<file path="config.mk">
export PLATFORM = sky130hd
export DESIGN_NAME = e_multicycle_sched
export DESIGN_NICKNAME = d
export VERILOG_FILES = /design/src/rtl/e_multicycle_sched.sv
export SDC_FILE = /design/constraint.sdc
export NUM_CORES = 1
export LEC_CHECK = 0
export CORE_MARGIN = 4
export CORE_UTILIZATION = 31
export CTS_BUF_LIST = sky130_fd_sc_hd__clkbuf_16
export CTS_CLUSTER_SIZE = 28
export DETAILED_ROUTE_END_ITERATION = 6
export DONT_BUFFER_PORTS = 1
export HOLD_SLACK_MARGIN = 0.08
export PLACE_DENSITY = 0.54
export SLEW_MARGIN = 30
export SYNTH_ARGS = -nofsm -noshare
export SYNTH_HDL_FRONTEND = slang
export SYNTH_SLANG_ARGS = --single-unit
</file>
<file path="constraint.sdc">
create_clock -name Clk -period 2 [get_ports Clk]
set_input_delay 0.4 -clock Clk [delete_from_list [all_inputs] [get_ports Clk]]
set_output_delay 0.4 -clock Clk [all_outputs]
set_load 0.01 [all_outputs]
</file>
<file path="src/rtl/e_multicycle_sched.sv">
// ---------------------------------------------------------------------------
// e_multicycle_sched
//
// Issue scheduler for the execute stage's two multi-cycle units (XALU for
// mult/div/mul with HI/LO, SALU for clo/clz). One operation is in flight at a
// time: it is accepted from D, started on its unit when that unit is free,
// its instruction context is carried opaquely while the unit runs, and the
// result plus context is presented to the E pipeline register. Flush,
// downstream-stall hold and a latency watchdog are included.
//
// Ports
//   Clk, reset        clock (rising edge), asynchronous active-low reset
//   flush             abort everything, highest priority
//   stall             downstream stall; holds a finished result in DONE
//   req_valid/unit/wb/ctx   request from D (unit: 0 = XALU, 1 = SALU;
//                     wb: 1 = GPR result expected, 0 = HI/LO only)
//   req_ready         request accepted this cycle
//   xalu_start/busy/lo, salu_start/busy/res   unit handshakes and results
//   unit_flush        abort to both units (flush or watchdog)
//   res_valid/data/ctx/timeout   completed op toward the E register
//   sched_busy        scheduler not idle; D must hold
// ---------------------------------------------------------------------------
module e_multicycle_sched #(
    parameter int CTX_W   = 96,
    parameter int MAX_LAT = 40
) (
    input  logic             Clk,
    input  logic             reset,
    input  logic             flush,
    input  logic             stall,
    input  logic             req_valid,
    input  logic             req_unit,
    input  logic             req_wb,
    input  logic [CTX_W-1:0] req_ctx,
    output logic             req_ready,
    output logic             xalu_start,
    input  logic             xalu_busy,
    input  logic [31:0]      xalu_lo,
    output logic             salu_start,
    input  logic             salu_busy,
    input  logic [31:0]      salu_res,
    output logic             unit_flush,
    output logic             res_valid,
    output logic [31:0]      res_data,
    output logic [CTX_W-1:0] res_ctx,
    output logic             res_timeout,
    output logic             sched_busy
);

    localparam int CNT_W = $clog2(MAX_LAT + 1);

    typedef enum logic [1:0] {
        S_IDLE  = 2'd0,
        S_ISSUE = 2'd1,
        S_WAIT  = 2'd2,
        S_DONE  = 2'd3
    } state_t;

    state_t             state_q, state_d;
    logic               unit_q, unit_d;
    logic               wb_q, wb_d;
    logic [CTX_W-1:0]   ctx_q, ctx_d;
    logic [CNT_W-1:0]   cnt_q, cnt_d;
    logic [31:0]        res_data_q, res_data_d;
    logic [CTX_W-1:0]   res_ctx_q, res_ctx_d;
    logic               res_timeout_q, res_timeout_d;
    logic               res_valid_q, res_valid_d;
    logic               sched_busy_q, sched_busy_d;

    logic               tgt_busy_s;
    logic [31:0]        tgt_res_s;
    logic               req_ready_s;
    logic               start_s;
    logic               wdog_s;

    assign tgt_busy_s = unit_q ? salu_busy : xalu_busy;
    assign tgt_res_s  = unit_q ? salu_res : xalu_lo;

    // Next-state, datapath capture and combinational handshakes.
    always_comb begin
        state_d       = state_q;
        unit_d        = unit_q;
        wb_d          = wb_q;
        ctx_d         = ctx_q;
        cnt_d         = cnt_q;
        res_data_d    = res_data_q;
        res_ctx_d     = res_ctx_q;
        res_timeout_d = res_timeout_q;
        req_ready_s   = 1'b0;
        start_s       = 1'b0;
        wdog_s        = 1'b0;

        if (flush) begin
            // Flush wins over everything: no accept, no start, no capture.
            state_d = S_IDLE;
        end else begin
            case (state_q)
                S_IDLE: begin
                    req_ready_s = 1'b1;
                    if (req_valid) begin
                        unit_d  = req_unit;
                        wb_d    = req_wb;
                        ctx_d   = req_ctx;
                        state_d = S_ISSUE;
                    end else begin
                        state_d = S_IDLE;
                    end
                end
                S_ISSUE: begin
                    // A background mult/div may still own the unit.
                    start_s = !tgt_busy_s;
                    if (start_s) begin
                        if (wb_q) begin
                            state_d = S_WAIT;
                            cnt_d   = {CNT_W{1'b0}};
                        end else begin
                            // HI/LO-only op: the unit finishes on its own.
                            state_d = S_IDLE;
                        end
                    end else begin
                        state_d = S_ISSUE;
                    end
                end
                S_WAIT: begin
                    cnt_d = cnt_q + CNT_W'(1);
                    // Units raise busy one cycle after start, so busy is
                    // meaningless while the counter is still zero.
                    if ((cnt_q != {CNT_W{1'b0}}) && !tgt_busy_s) begin
                        res_data_d    = tgt_res_s;
                        res_ctx_d     = ctx_q;
                        res_timeout_d = 1'b0;
                        state_d       = S_DONE;
                    end else if (cnt_q == CNT_W'(MAX_LAT)) begin
                        wdog_s        = 1'b1;
                        res_data_d    = 32'd0;
                        res_ctx_d     = ctx_q;
                        res_timeout_d = 1'b1;
                        state_d       = S_DONE;
                    end else begin
                        state_d = S_WAIT;
                    end
                end
                S_DONE: begin
                    if (stall) begin
                        state_d = S_DONE;
                    end else begin
                        state_d = S_IDLE;
                    end
                end
                default: begin
                    state_d = S_IDLE;
                end
            endcase
        end

        res_valid_d  = (state_d == S_DONE);
        sched_busy_d = (state_d != S_IDLE);
    end

    assign req_ready  = req_ready_s;
    assign xalu_start = start_s & ~unit_q;
    assign salu_start = start_s & unit_q;
    assign unit_flush = flush | wdog_s;

    assign res_valid   = res_valid_q;
    assign res_data    = res_data_q;
    assign res_ctx     = res_ctx_q;
    assign res_timeout = res_timeout_q;
    assign sched_busy  = sched_busy_q;

    // State, latched request fields, watchdog counter and result registers.
    always_ff @(posedge Clk or negedge reset) begin
        if (!reset) begin
            state_q       <= S_IDLE;
            unit_q        <= 1'b0;
            wb_q          <= 1'b0;
            ctx_q         <= {CTX_W{1'b0}};
            cnt_q         <= {CNT_W{1'b0}};
            res_data_q    <= 32'd0;
            res_ctx_q     <= {CTX_W{1'b0}};
            res_timeout_q <= 1'b0;
            res_valid_q   <= 1'b0;
            sched_busy_q  <= 1'b0;
        end else begin
            state_q       <= state_d;
            unit_q        <= unit_d;
            wb_q          <= wb_d;
            ctx_q         <= ctx_d;
            cnt_q         <= cnt_d;
            res_data_q    <= res_data_d;
            res_ctx_q     <= res_ctx_d;
            res_timeout_q <= res_timeout_d;
            res_valid_q   <= res_valid_d;
            sched_busy_q  <= sched_busy_d;
        end
    end

endmodule

</file>
# Yosys cells after proc, flatten, opt, wreduce, memory -nomap -nowiden
# Index checks and enable logic that the tools add are counted.
totals:
  reg_bits: 237
  input_bits: 169
  out_inout_bits: 135
  word_cells: 60
classes:
  n_addsub: 1
  n_eq_ne: 7
  muxes: 27
  bitwise_logic: 5
  n_reduce_logical: 10
ops:
  columns: ["cell", "count"]
  rows:
  - ["2-to-1 mux 96 bit", 2]
  - ["2-to-1 mux 32 bit", 3]
  - ["2-to-1 mux 1 bit", 14]
  - ["2-to-1 mux 6 bit", 2]
  - ["case mux 6 bit (2 select lines)", 1]
  - ["2-to-1 mux 2 bit", 4]
  - ["case mux 2 bit (4 select lines)", 1]
  - ["adder 6 x 1 -> 6 bit (second input constant)", 1]
  - ["equality test 2 bit (second input constant)", 3]
  - ["equality test 6 bit (second input constant)", 1]
  - ["AND reduction 3 bit", 2]
  - ["nonzero test 2 bit", 3]
  - ["nonzero test 6 bit", 1]
  - ["!= test 2 bit (second input constant)", 2]
  - ["AND reduction 4 bit", 1]
  - ["bitwise AND 1 bit", 2]
  - ["equality test 2 x 1 -> 1 bit (second input constant)", 1]
  - ["logical NOT 2 bit", 1]
  - ["inverter 1 bit", 2]
  - ["logical AND 1 bit", 1]
  - ["logical NOT 1 bit", 1]
  - ["bitwise OR 1 bit", 1]

# Logic depth before layout (Yosys ltp)
# Gate-level depths: netlist of the first run.
depth:
  depth_word: 7
  ltp_mapped: 9
  ltp_nobuf: 6

# Worst setup path before layout of the first run
# Ideal clock, no wire load.
synth_timing:
  path_kind: "flip-flop to flip-flop"
  from: "reg cnt_q[0]"
  to: "reg sched_busy_q, in the netlist sched_busy"
  arrival_ns: 1.793
  required_time_ns: 1.861
  setup_slack_ns: 0.069
  path_stages_with_launch: 9
  path_buffers: 2
  period_less_slack_ns: 1.931
  path_cell_list: "dfrtp_1 -> inv_1 -> ha_1 -> nor4b_2 -> nor2_1 -> o21a_1 -> buf_2 -> buf_4 -> or4_1"
synth_between:
  elab_chain_cells: 6
  elab_cells_between_ends: 8
synth_lines:
  columns: ["element", "line_no", "source"]
  rows:
  - ["start, declared", "63", "logic [CNT_W-1:0] cnt_q, cnt_d;"]
  - ["start signal, assigned", "178", "cnt_q <= {CNT_W{1'b0}};"]
  - ["start signal, assigned", "189", "cnt_q <= cnt_d;"]
  - ["equality test 6 bit / nonzero test 6 bit (equally long branches)", "133, 128", null]
  - ["2-to-1 mux 1 bit / logical AND 1 bit (equally long branches)", "133, 128", null]
  - ["2-to-1 mux 1 bit (*)", "128", "if ((cnt_q != {CNT_W{1'b0}}) && !tgt_busy_s) begin"]
  - ["case mux 2 bit (4 select lines) (*)", "97", "case (state_q)"]
  - ["2-to-1 mux 2 bit (*)", "93", "if (flush) begin"]
  - ["nonzero test 2 bit (*)", "157", "sched_busy_d = (state_d != S_IDLE);"]
  - ["via sched_busy_d", "68", "logic sched_busy_q, sched_busy_d;"]
  - ["end signal, assigned", "194", "sched_busy_q <= sched_busy_d;"]
  - ["end, declared", "68", null]
# Mark *: on every way through the listed nets, which the timed path passes. The rest lies on a longest branch.
# A chain may end at the register's enable or synchronous reset.

# Final worst setup path of the first run
layout_timing:
  from: "reg cnt_q[1]"
  to: "reg res_ctx_q[67], in the netlist res_ctx[67]"
layout_between:
  elab_chain_cells: 4
  elab_cells_between_ends: 6
layout_lines:
  columns: ["element", "line_no", "source"]
  rows:
  - ["nonzero test 6 bit", "128", null]
  - ["logical AND 1 bit", "128", null]
  - ["nonzero test 2 bit (no source line)", null, null]
  - ["AND reduction 3 bit (no source line)", null, null]
  - ["end signal, assigned", "180", "res_ctx_q <= {CTX_W{1'b0}};"]
  - ["end signal, assigned", "191", "res_ctx_q <= res_ctx_d;"]
  - ["end, declared", "65", "logic [CTX_W-1:0] res_ctx_q, res_ctx_d;"]
# Parallel ways exist; a longest one is shown, timed or not.

==> impl_results.md, run 1 <==
- Number of global-route vias before repair: approximately 6k
- Iteration count of the initial detailed-routing pass: 4
- Simple-gate portion of the synthesized area: under 10%
- Unrepaired setup endpoints after global routing: true
- Max Clk Rate: approximately 480 MHz
- Instance area after placement: 0.01001 mm²
- Hold buffer count at CTS: 99
- Latest clock arrival within the worst-skew pair: about 0.53 ns
- Startpoint types: register
- Wire length per cell: around 20 µm
- CP Buf/Inv Count: 5
- Worst max-slew margin expressed relative to the limit: between 60% and 70%
- Status: finished with violations
- Critical path arrival: 2.50 ns
- Final hold viol count: 237
- Xor/xnor share of the synthesized area: 0%
- I/O Buffers: 0
- Nets: just over 900
- Number of buffers inserted during clock tree synthesis: 27
- Clock tree from TritonCTS: yes
- Minimum setup slack in the final design: -0.08408 ns
- Vertical die dimension: 182.8 µm
- Number of synthesized flops with an enable pin: 0
- Width of the chip: approximately 180 µm
- Area growth syn-to-layout: 30.91%
- Max H-tree Level: 1
- Mapped Area: about 0.0095 mm²
- Met1 capacity usage during global routing: 13.49%
- Wire length of the first global-routing pass: 33870 µm
- Final number of max-transition violations: 0
- Largest family of logic cells by synthesized area: multiplexers
- Launch point of the critical path: cnt_q[1]
- Sequential area share after synthesis: 62.61%
- Worst slack after detailed placement: -0.001999 ns
- Clock edge transition at the registers on the reported setup and hold paths: about 0.06 ns
- Most heavily used metal layer in global routing: met2
- Boundary pin count: between 300 and 400
- Yosys synthesis warning count: 0
- Kind of cell adding the most delay to the critical path: buffers and inverters
- Slew of the pin with the lowest slew margin: 0.5892 ns
- R2R Path Start: cnt_q[1]
- Post-Synth Adder-Cell Area: 0.2642%
- CP peak stage delay: roughly 0.39 ns
- Leftover overflow at the end of global routing: 0
- Setup Viol. Count Final: 90
- Post-synth top area share: 62.61%
- Endpoint required time on the critical path: around 2.4 ns
- Main area contributors after synthesis: sky130_fd_sc_hd__dfrtp_1, sky130_fd_sc_hd__mux2_2, sky130_fd_sc_hd__mux2i_1
- Most area-hungry cell type in the Yosys netlist: sky130_fd_sc_hd__dfrtp_1
- Number of placed instances with taps included: 997
- Maximum count of clock buffers along a single path: 3
- Netlist cell types: 33
- Number of vias after detailed routing: 5524
- Final clock skew: about 0.014 ns
- Post-synthesis mux area share: a little under a third
- Final Cell Area: 0.01240 mm²
- Total track usage: roughly an eighth
- Wirelength, routed: around 23000 µm
- Largest net degree at the start of global routing: between 200 and 250
- WS Path Type: register to register
- Largest vdd supply drop: 0.6295 mV
- Most common library cell in the layout ignoring fill and taps: sky130_fd_sc_hd__dfrtp_1
- Period minus WS final: roughly 2.1 ns
- Share of cells above drive strength 1: between 40 and 50%
- Period utilization: 104.2%
- Number of antenna violations at the first check in global routing: 0
- Post-DP HPWL: 14690 µm
- Via-per-instance ratio: around 4.7
- Mapped Avg Cell Area: approximately 15 µm²
- Worst hold margin: -0.4411 ns
- Power per cell area: ~1300 mW/mm²
- Ys async rst share: 100.0%
- Synthesized net count: just under 800
- Leakage power figure: roughly 5.6 nW
- CTS Root Buffer Type: sky130_fd_sc_hd__clkbuf_16
- Worst min-delay path category: primary input to asynchronous set/reset pin
- GR Util met3: under 10%
- Weighted congestion at the end of routability-driven global placement: ~0.8
- Cell occurring most often along the worst timing path: sky130_fd_sc_hd__buf_4
- Row count: 63
- Slowest CP cell: sky130_fd_sc_hd__dfrtp_1
- Detailed-route DRC error count: 0
- Die ar.: around 0.033 mm²
- Number of clock sinks seen by CTS: 237
- Worst Setup End Kind: register
- First-iteration detailed-routing DRC count: 181
- Fill cell total of the finished layout: between 2k and 3k
- Number of maximum-capacitance violations: 0
- Top FF cell, synth: sky130_fd_sc_hd__dfrtp_1
- Synthesized-area fraction occupied by ao, oa, aoi and oai cells: about 1.2%
- CP cell instances: inv_2 > ha_4 > nand4bb_1 > buf_4 > a21oi_2 > o21a_4 > buf_12 > buf_8 > buf_4 > mux2_2
- Failing checks: negative hold slack, negative setup slack
- Leading cell types in the layout, fill and taps excluded: sky130_fd_sc_hd__dfrtp_1, sky130_fd_sc_hd__mux2_2, sky130_fd_sc_hd__dlygate4sd3_1, sky130_fd_sc_hd__mux2_4, sky130_fd_sc_hd__nor2_1
- Number of standard cells after synthesis: slightly above 600
- Final non-filler cell total: approximately 1.2k
- Max Fanout on Critical Path: 5
- Met2 track utilization from global routing: between 20% and 30%
- Final antenna-violating net count: 0
- Synth Register Bits: roughly 240
- Floorplan Core Area: about 0.03 mm²
- Effective utilization at floorplan: 31.71%
- Antenna fix cells: 0
timing repair:
item | CTS | global route
resized for setup | 15 | 49
setup buffers | 5 | 10
endpoints found under the setup margin | 6 | 127
hold endpoints to repair | 338 | 237
pin swaps | 4 | 4
gates cloned | 0 | 6
report_power, final:
| part | internal, W | switching (W) |
|---|---|---|
| logic | 0.00184 | 0.000921 |
| clock network | 0.00295 | 0.00194 |
| registers | 0.00633 | 0.00162 |
| total | 0.0111 | 0.00448 |
kinds of logic (layout without fill, tap and decap cells):
group | after synthesis | in the layout
muxes | 260 | 260
DFF | 237 | 237
and+or+nand+nor | 65 | 65
buffers and inverters | 39 | 192
AOI/OAI and AO/OA | 19 | 19
adders and majority gates | 2 | 2
cell usage after synthesis, types with 3 or more instances:
cell type	instances
sky130_fd_sc_hd__buf_2	15
sky130_fd_sc_hd__nand2_1	9
sky130_fd_sc_hd__dfrtp_1	237
sky130_fd_sc_hd__mux2_2	226
sky130_fd_sc_hd__mux2i_1	33
sky130_fd_sc_hd__nor2_1	34
sky130_fd_sc_hd__or3_1	5
sky130_fd_sc_hd__a21oi_1	6
sky130_fd_sc_hd__inv_1	6
sky130_fd_sc_hd__buf_4	10
sky130_fd_sc_hd__clkbuf_1	5
sky130_fd_sc_hd__nor3_1	3
sky130_fd_sc_hd__buf_1	3
sky130_fd_sc_hd__o21ai_0	7
registers in the layout (all words and copies together) (netlist names):
register and flops:
sched_busy 1, state_q 2, res_timeout 1, res_ctx 96
unit_q 1, res_valid 1, wb_q 1, res_data 32
cnt_q 6, ctx_q 96
per-layer routing:
metal / up-vias / share of wire (%)
met2: 232 / 49
met5: - / 0
li1: 2461 / -
met1: 2786 / 37
met3: 45 / 11
met4: 0 / 3.0
final cells by class:
class                      count  area, µm²  area share (%)
clock buffer                  27      675.6           5.449
clock inverter                22      203.9           1.645
inverter                       6      22.52          0.1816
multi-input combinational    346       3551           28.63
sequential                   237       5933           47.85
tap                          390      488.0           3.935
timing repair buffer         137       1526           12.31
stage by stage:
stage	TNS (ns)	total power, W	utilization (%)
global route	-9.779	0.01647	41.51
floorplan	0	0.009453	-
detailed placement	-0.001999	0.01035	33.52
finish	-4.334	0.01561	41.51
global placement	0	0.01013	33.52
CTS	-2.345	0.01562	40.12
worst register-to-register path, stage by stage (launching register included):
cell and delay [ns]:
sky130_fd_sc_hd__dfrtp_1 0.39, sky130_fd_sc_hd__inv_2 0.09, sky130_fd_sc_hd__ha_4 0.13, sky130_fd_sc_hd__nand4bb_1 0.15, sky130_fd_sc_hd__buf_4 0.18, sky130_fd_sc_hd__a21oi_2 0.13, sky130_fd_sc_hd__o21a_4 0.19, sky130_fd_sc_hd__buf_12 0.14
sky130_fd_sc_hd__buf_8 0.12, sky130_fd_sc_hd__buf_4 0.13, sky130_fd_sc_hd__mux2_2 0.33
worst paths after layout:
path	endpoint	slack (ns)	cells past startpoint
worst max-delay path	res_ctx[67]	-0.08	10
worst min-delay path	res_ctx[56]	-0.44	0
worst max register to register	res_ctx[67]	-0.08	10
worst min register to register	res_ctx[87]	0.50	1
max in group asynchronous	unit_q	2.19	0
min in group Clk	state_q[1]	0.15	2
Note: power is estimated with default switching activity, not from simulation.
==> run 2, diff against run 1 <==
--- a/config.mk
+++ b/config.mk
@@ -5,7 +5,7 @@
 export SDC_FILE = /design/constraint.sdc
 export NUM_CORES = 1
 export LEC_CHECK = 0
-export CORE_MARGIN = 4
+export CORE_MARGIN = 2
 export CORE_UTILIZATION = 31
 export CTS_BUF_LIST = sky130_fd_sc_hd__clkbuf_16
 export CTS_CLUSTER_SIZE = 28
==> impl_results.md, run 2 (same netlist as run 1, synthesis figures left out) <==
- Status: finished with violations
- Failing checks: negative hold slack, negative setup slack
- Number of clock sinks seen by CTS: 237
- Width of the chip: 178.8 µm
- Wire length of the first global-routing pass: 32000 µm
- Largest vdd supply drop: between 0.8 and 0.9 mV
- Nets: 925
- Internal reg-to-reg setup slack: -0.04 ns
- Startpoint types: register
- Clock edge transition at the registers on the reported setup and hold paths: 0.06 ns
- Wirelength, routed: 22170 µm
- Worst R2R Path Depth: 8
- Worst max-slew margin expressed relative to the limit: about three fifths
- Clock tree from TritonCTS: yes
- Hold buffer count at CTS: 99
- Vertical die dimension: between 150 and 200 µm
- Number of maximum-capacitance violations: 0
- Max Fanout on Critical Path: 2
- Worst slack after detailed placement: -0.01758 ns
- Total track usage: roughly 13%
- Worst min-delay path category: primary input to asynchronous set/reset pin
- Setup Viol. Count Final: between 40 and 50
- Worst hold margin: -0.4173 ns
- Final antenna-violating net count: 0
- Power per cell area: approximately 1200 mW/mm²
- Antenna fix cells: 0
- Effective utilization at floorplan: between 30% and 40%
- Endpoint required time on the critical path: between 1.5 and 2 ns
- Critical path arrival: between 1.5 and 2 ns
- Row count: 64
- Post-DP HPWL: ~14000 µm
- Final hold viol count: roughly 240
- Leakage power figure: 5.584 nW
- Boundary pin count: between 300 and 400
- Minimum setup slack in the final design: -0.09974 ns
- Number of antenna violations at the first check in global routing: 0
- End of the worst register-to-register path: sched_busy
- R2R Path Start: cnt_q[0]
- Max H-tree Level: 1
- WS Path Type: register to output pin
- Leading cell types in the layout, fill and taps excluded: sky130_fd_sc_hd__dfrtp_1, sky130_fd_sc_hd__mux2_2, sky130_fd_sc_hd__dlygate4sd3_1
- Detailed-route DRC error count: 0
- Number of vias after detailed routing: 5542
- CTS Root Buffer Type: sky130_fd_sc_hd__clkbuf_16
- Number of global-route vias before repair: slightly below 6k
- Worst Setup End Kind: output pin
- I/O Buffers: 0
- Area growth syn-to-layout: 30.38%
- Weighted congestion at the end of routability-driven global placement: roughly 0.76
- Iteration count of the initial detailed-routing pass: 4
- Max Clk Rate: 476.3 MHz
- Period minus WS final: approximately 2.1 ns
- Largest net degree at the start of global routing: 238
- Floorplan Core Area: a little over 0.03 mm²
- Final clock skew: around 0.010 ns
- Latest clock arrival within the worst-skew pair: around 0.52 ns
- Unrepaired setup endpoints after global routing: true
- Most common library cell in the layout ignoring fill and taps: sky130_fd_sc_hd__dfrtp_1
- Final number of max-transition violations: 0
- Number of buffers inserted during clock tree synthesis: 26
- First-iteration detailed-routing DRC count: between 100 and 150
- Leftover overflow at the end of global routing: 0
- Die ar.: ~0.032 mm²
- Slew of the pin with the lowest slew margin: ~0.57 ns
- Via-per-instance ratio: 4.749
- Period utilization: 105.0%
- Share of cells above drive strength 1: between 40% and 50%
- Maximum count of clock buffers along a single path: 3
- Wire length per cell: between 15 and 20 µm
## run 2: power by group
part / switching [W] / internal (W)
clock network: 0.00189 / 0.00281
logic: 0.000926 / 0.00171
registers: 0.00156 / 0.00633
total: 0.00437 / 0.0108
## run 2: repair_timing
item                                   4_1_cts  5_1_grt
endpoints found under the hold margin      338      237
buffers inserted                             3        8
pin swaps                                    2        4
setup endpoints to repair                   54      131
gates resized for setup                     12       22
cloned                                       2       11
## run 2: routing by layer
metal  vias up  routed length [µm]  share of wire (%)  global-route usage (%)
li1       2460                   -                  -                       -
met1      2834                8411                 38                   14.47
met2       213               11190                 50                   21.91
met3        35                2169                9.8                   4.941
met4         0                 393                1.8                   3.150
met5         -                   0                  0                       0
## run 2: stage by stage
stage	TNS, ns	instances	total power (W)	util (%)	area (µm²)
final	-0.7154	1167	0.01522	40.70	12350
after detailed placement	-0.1927	1000	0.01032	32.95	10000
after CTS	-3.896	1149	0.01531	39.45	11970
after global routing	-5.538	1167	0.01606	40.70	12350
after floorplan	0	622	0.009453	-	9473
after global placement	0	1000	0.01009	32.95	10000
## run 2: worst max path at each step
stage               startpoint          end  slack (ns)  cells after the start
floorplan             cnt_q[0]   sched_busy        0.07                      8
global placement      cnt_q[1]   res_ctx[9]        0.08                      7
detailed placement    cnt_q[0]  res_ctx[40]       -0.02                      7
CTS                   cnt_q[0]   unit_flush       -0.17                      6
global route          cnt_q[0]   unit_flush       -0.18                      6
finish                cnt_q[0]   unit_flush        -0.1                      6
## run 2: cell type report
cell class | count | area, µm²
Fill cell | 2755 | 18000
Clock buffer | 27 | 675.6
Timing Repair Buffer | 136 | 1613
Tap cell | 396 | 495.5
Clock inverter | 18 | 163.9
Inverter | 6 | 22.52
Multi-Input combinational cell | 347 | 3448
Sequential cell | 237 | 5932
## run 2: worst max-delay path, stage by stage (launching register included)
cell and delay, ns:
sky130_fd_sc_hd__dfrtp_1 0.40, sky130_fd_sc_hd__inv_2 0.09, sky130_fd_sc_hd__ha_4 0.15, sky130_fd_sc_hd__nand4bb_4 0.12
sky130_fd_sc_hd__buf_6 0.14, sky130_fd_sc_hd__nor3_4 0.12, sky130_fd_sc_hd__or2_4 0.16
==> run 3, diff against run 2 <==
--- a/config.mk
+++ b/config.mk
@@ -8,7 +8,6 @@
 export CORE_MARGIN = 2
 export CORE_UTILIZATION = 31
 export CTS_BUF_LIST = sky130_fd_sc_hd__clkbuf_16
-export CTS_CLUSTER_SIZE = 28
 export DETAILED_ROUTE_END_ITERATION = 6
 export DONT_BUFFER_PORTS = 1
 export HOLD_SLACK_MARGIN = 0.08
==> constraint.sdc (replaced) <==
create_clock -name Clk -period 2 [get_ports Clk]
set_input_delay 0.4 -clock Clk [delete_from_list [all_inputs] [get_ports Clk]]
set_output_delay 0.4 -clock Clk [all_outputs]
set_load 0.005 [all_outputs]
==> impl_results.md, run 3 (same netlist as run 1, synthesis figures left out) <==
- Status: finished with violations
- Failing checks: negative hold slack, negative setup slack
- Share of cells above drive strength 1: between 40 and 50%
- Weighted congestion at the end of routability-driven global placement: just under 0.8
- Maximum count of clock buffers along a single path: 3
- Hold buffer count at CTS: 99
- Leading cell types in the layout, fill and taps excluded: sky130_fd_sc_hd__dfrtp_1, sky130_fd_sc_hd__mux2_2, sky130_fd_sc_hd__dlygate4sd3_1, sky130_fd_sc_hd__nor2_1, sky130_fd_sc_hd__mux2i_1
- Area growth syn-to-layout: 27.10%
- CP cell instances: inv_2 > ha_4 > nand4bb_4 > nor3_2 > or2_4
- Max Clk Rate: roughly 480 MHz
- Internal cell power: 0.01069 W
- Endpoint required time on the critical path: around 1.6 ns
- Detailed-route DRC error count: 0
- Vertical die dimension: 178.8 µm
- Number of global-route vias before repair: roughly 5.7k
- Antenna fix cells: 0
- Fill cell total of the finished layout: between 2k and 3k
- Final hold viol count: roughly 240
- Floorplan Core Area: 0.03035 mm²
- Startpoint types: register
- CP peak stage delay: 0.40 ns
- Critical path arrival: 1.66 ns
- Largest net degree at the start of global routing: 238
- Power per cell area: ~1200 mW/mm²
- Row count: 64
- Highest metal used: met4
- Largest vdd supply drop: roughly 0.66 mV
- Worst max-slew margin expressed relative to the limit: around three fifths
- Final Cell Area: about 0.012 mm²
- Number of vias after detailed routing: around 5.4k
- Wire length per cell: approximately 18 µm
- Max H-tree Level: 1
- First-iteration detailed-routing DRC count: about 140
- Share of total power in sequential cells: between 50% and 60%
- CTS Root Buffer Type: sky130_fd_sc_hd__clkbuf_16
- Iteration count of the initial detailed-routing pass: 4
- Fraction of power consumed by combinational cells: 17.5%
- Instance area after placement: about 0.01 mm²
- Width of the chip: 178.8 µm
- Wire length of the first global-routing pass: 31100 µm
- Most common library cell in the layout ignoring fill and taps: sky130_fd_sc_hd__dfrtp_1
- Minimum setup slack in the final design: -0.06353 ns
- Worst Setup End Kind: output pin
- Length of routed met2 wiring: roughly 11000 µm
- Slowest CP cell: sky130_fd_sc_hd__dfrtp_1
- Total track usage: 12.21%
- Die ar.: roughly 0.032 mm²
- Unrepaired setup endpoints after global routing: true
- Final number of max-transition violations: 0
- Period minus WS final: approximately 2.1 ns
- Routed length on met3: roughly 2100 µm
- Number of antenna violations at the first check in global routing: 0
- Number of buffers inserted during clock tree synthesis: 27
- Internal reg-to-reg setup slack: -0.02 ns
- Max Fanout on Critical Path: 3
- Clock edge transition at the registers on the reported setup and hold paths: 0.06 ns
- Detailed-route wire length on metal 1: between 7000 and 8000 µm
- Period utilization: 103.2%
- Final antenna-violating net count: 0
- Effective utilization at floorplan: around 31%
- Sw frac: around 27%
- Number of maximum-capacitance violations: 0
- Final clock skew: 0.01530 ns
- Nets: 913
- Clock tree from TritonCTS: yes
- Slew of the pin with the lowest slew margin: around 0.61 ns
- Wirelength, routed: 20970 µm
- Boundary pin count: 304
- Latest clock arrival within the worst-skew pair: 0.53 ns
- WS Path Type: register to output pin
- Post-DP HPWL: 13700 µm
- Leakage power figure: 5.452 nW
- Number of clock sinks seen by CTS: 237
- Via-per-instance ratio: around 4.7
- Net switching component of the power: ~0.004 W
- Clock network fraction of total power: a little under a third
- Worst min-delay path category: primary input to asynchronous set/reset pin
- I/O Buffers: 0
- Leftover overflow at the end of global routing: 0
- Setup Viol. Count Final: 28
- Worst hold margin: -0.4371 ns
- Core Util, Final: 39.67%
==> run 3: cell count changes in the layout (fill, tap and decap cells not counted), moves of 3 or more <==
cell / previous run / this run
sky130_fd_sc_hd__clkinv_1: 3 / 6
sky130_fd_sc_hd__clkinvlp_4: 4 / 1
sky130_fd_sc_hd__clkbuf_16: 33 / 30
sky130_fd_sc_hd__buf_12: 13 / 8
sky130_fd_sc_hd__clkinv_2: 2 / 5
sky130_fd_sc_hd__buf_6: 4 / 1
==> run 3: timing repair <==
item                                    4_1_cts  5_1_grt
hold endpoints to repair                    338      237
cloned                                        0        5
gates resized for setup                       4       14
endpoints found under the setup margin        3      132
pin swaps                                     1        4
buffers inserted                              0        6
==> run 3: power by group through the flow <==
stage	registers, W	clock network [W]	logic, W
5_1_grt	0.00774	0.00498	0.00282
2_1_floorplan	0.00712	0	0.00196
6_report	0.00751	0.00458	0.00256
4_1_cts	0.00753	0.00475	0.00251
3_3_place_gp	0.00754	0	0.00218
3_5_place_dp	0.00760	0	0.00234
==> run 3: cell type report <==
type                    instances  area, µm²  area share, %
flip-flops and latches        237       5932          49.27
multi-input cells             347       3420          28.40
repair buffers                123       1348          11.19
clock buffers                  27      675.6          5.612
well taps                     396      495.5          4.115
clock inverters                20      147.6          1.226
inverters                       6      22.52         0.1871
==> run 3: through the flow <==
stage,TNS (ns),setup WS (ns),power (W),std cells
after global routing,-4.658,-0.1516,0.01554,1156
final,-0.4126,-0.06353,0.01464,1156
after global placement,0,0.09463,0.009719,999
after detailed placement,0,0.01572,0.009936,999
after floorplan,0,0.06860,0.009082,622
after CTS,-0.08611,-0.08611,0.01480,1145
==> run 3: worst paths after layout <==
path / from / to / depth (start not counted)
min reg2reg: ctx_q[25] / res_ctx[25] / 1
min in group Clk: flush / res_timeout / 2
max in group asynchronous: reset / res_data[19] / 0
min: reset / ctx_q[13] / 0
max: cnt_q[1] / unit_flush / 5
max reg2reg: cnt_q[1] / res_ctx[10] / 8
==> run 3: critical path: cells and delay by family, from the launching register on <==
kind          cells  cell delay, ns
flops             1            0.40
fa+ha+maj         1            0.15
buf+inv           1            0.09
simple gates      3            0.51
==> run 3: layer usage <==
layer  up-vias  global-route usage, %
li1       2432                      -
met1      2763                  14.09
met2       203                  21.17
met3        30                  4.898
met4         0                  2.879
met5         -                      0
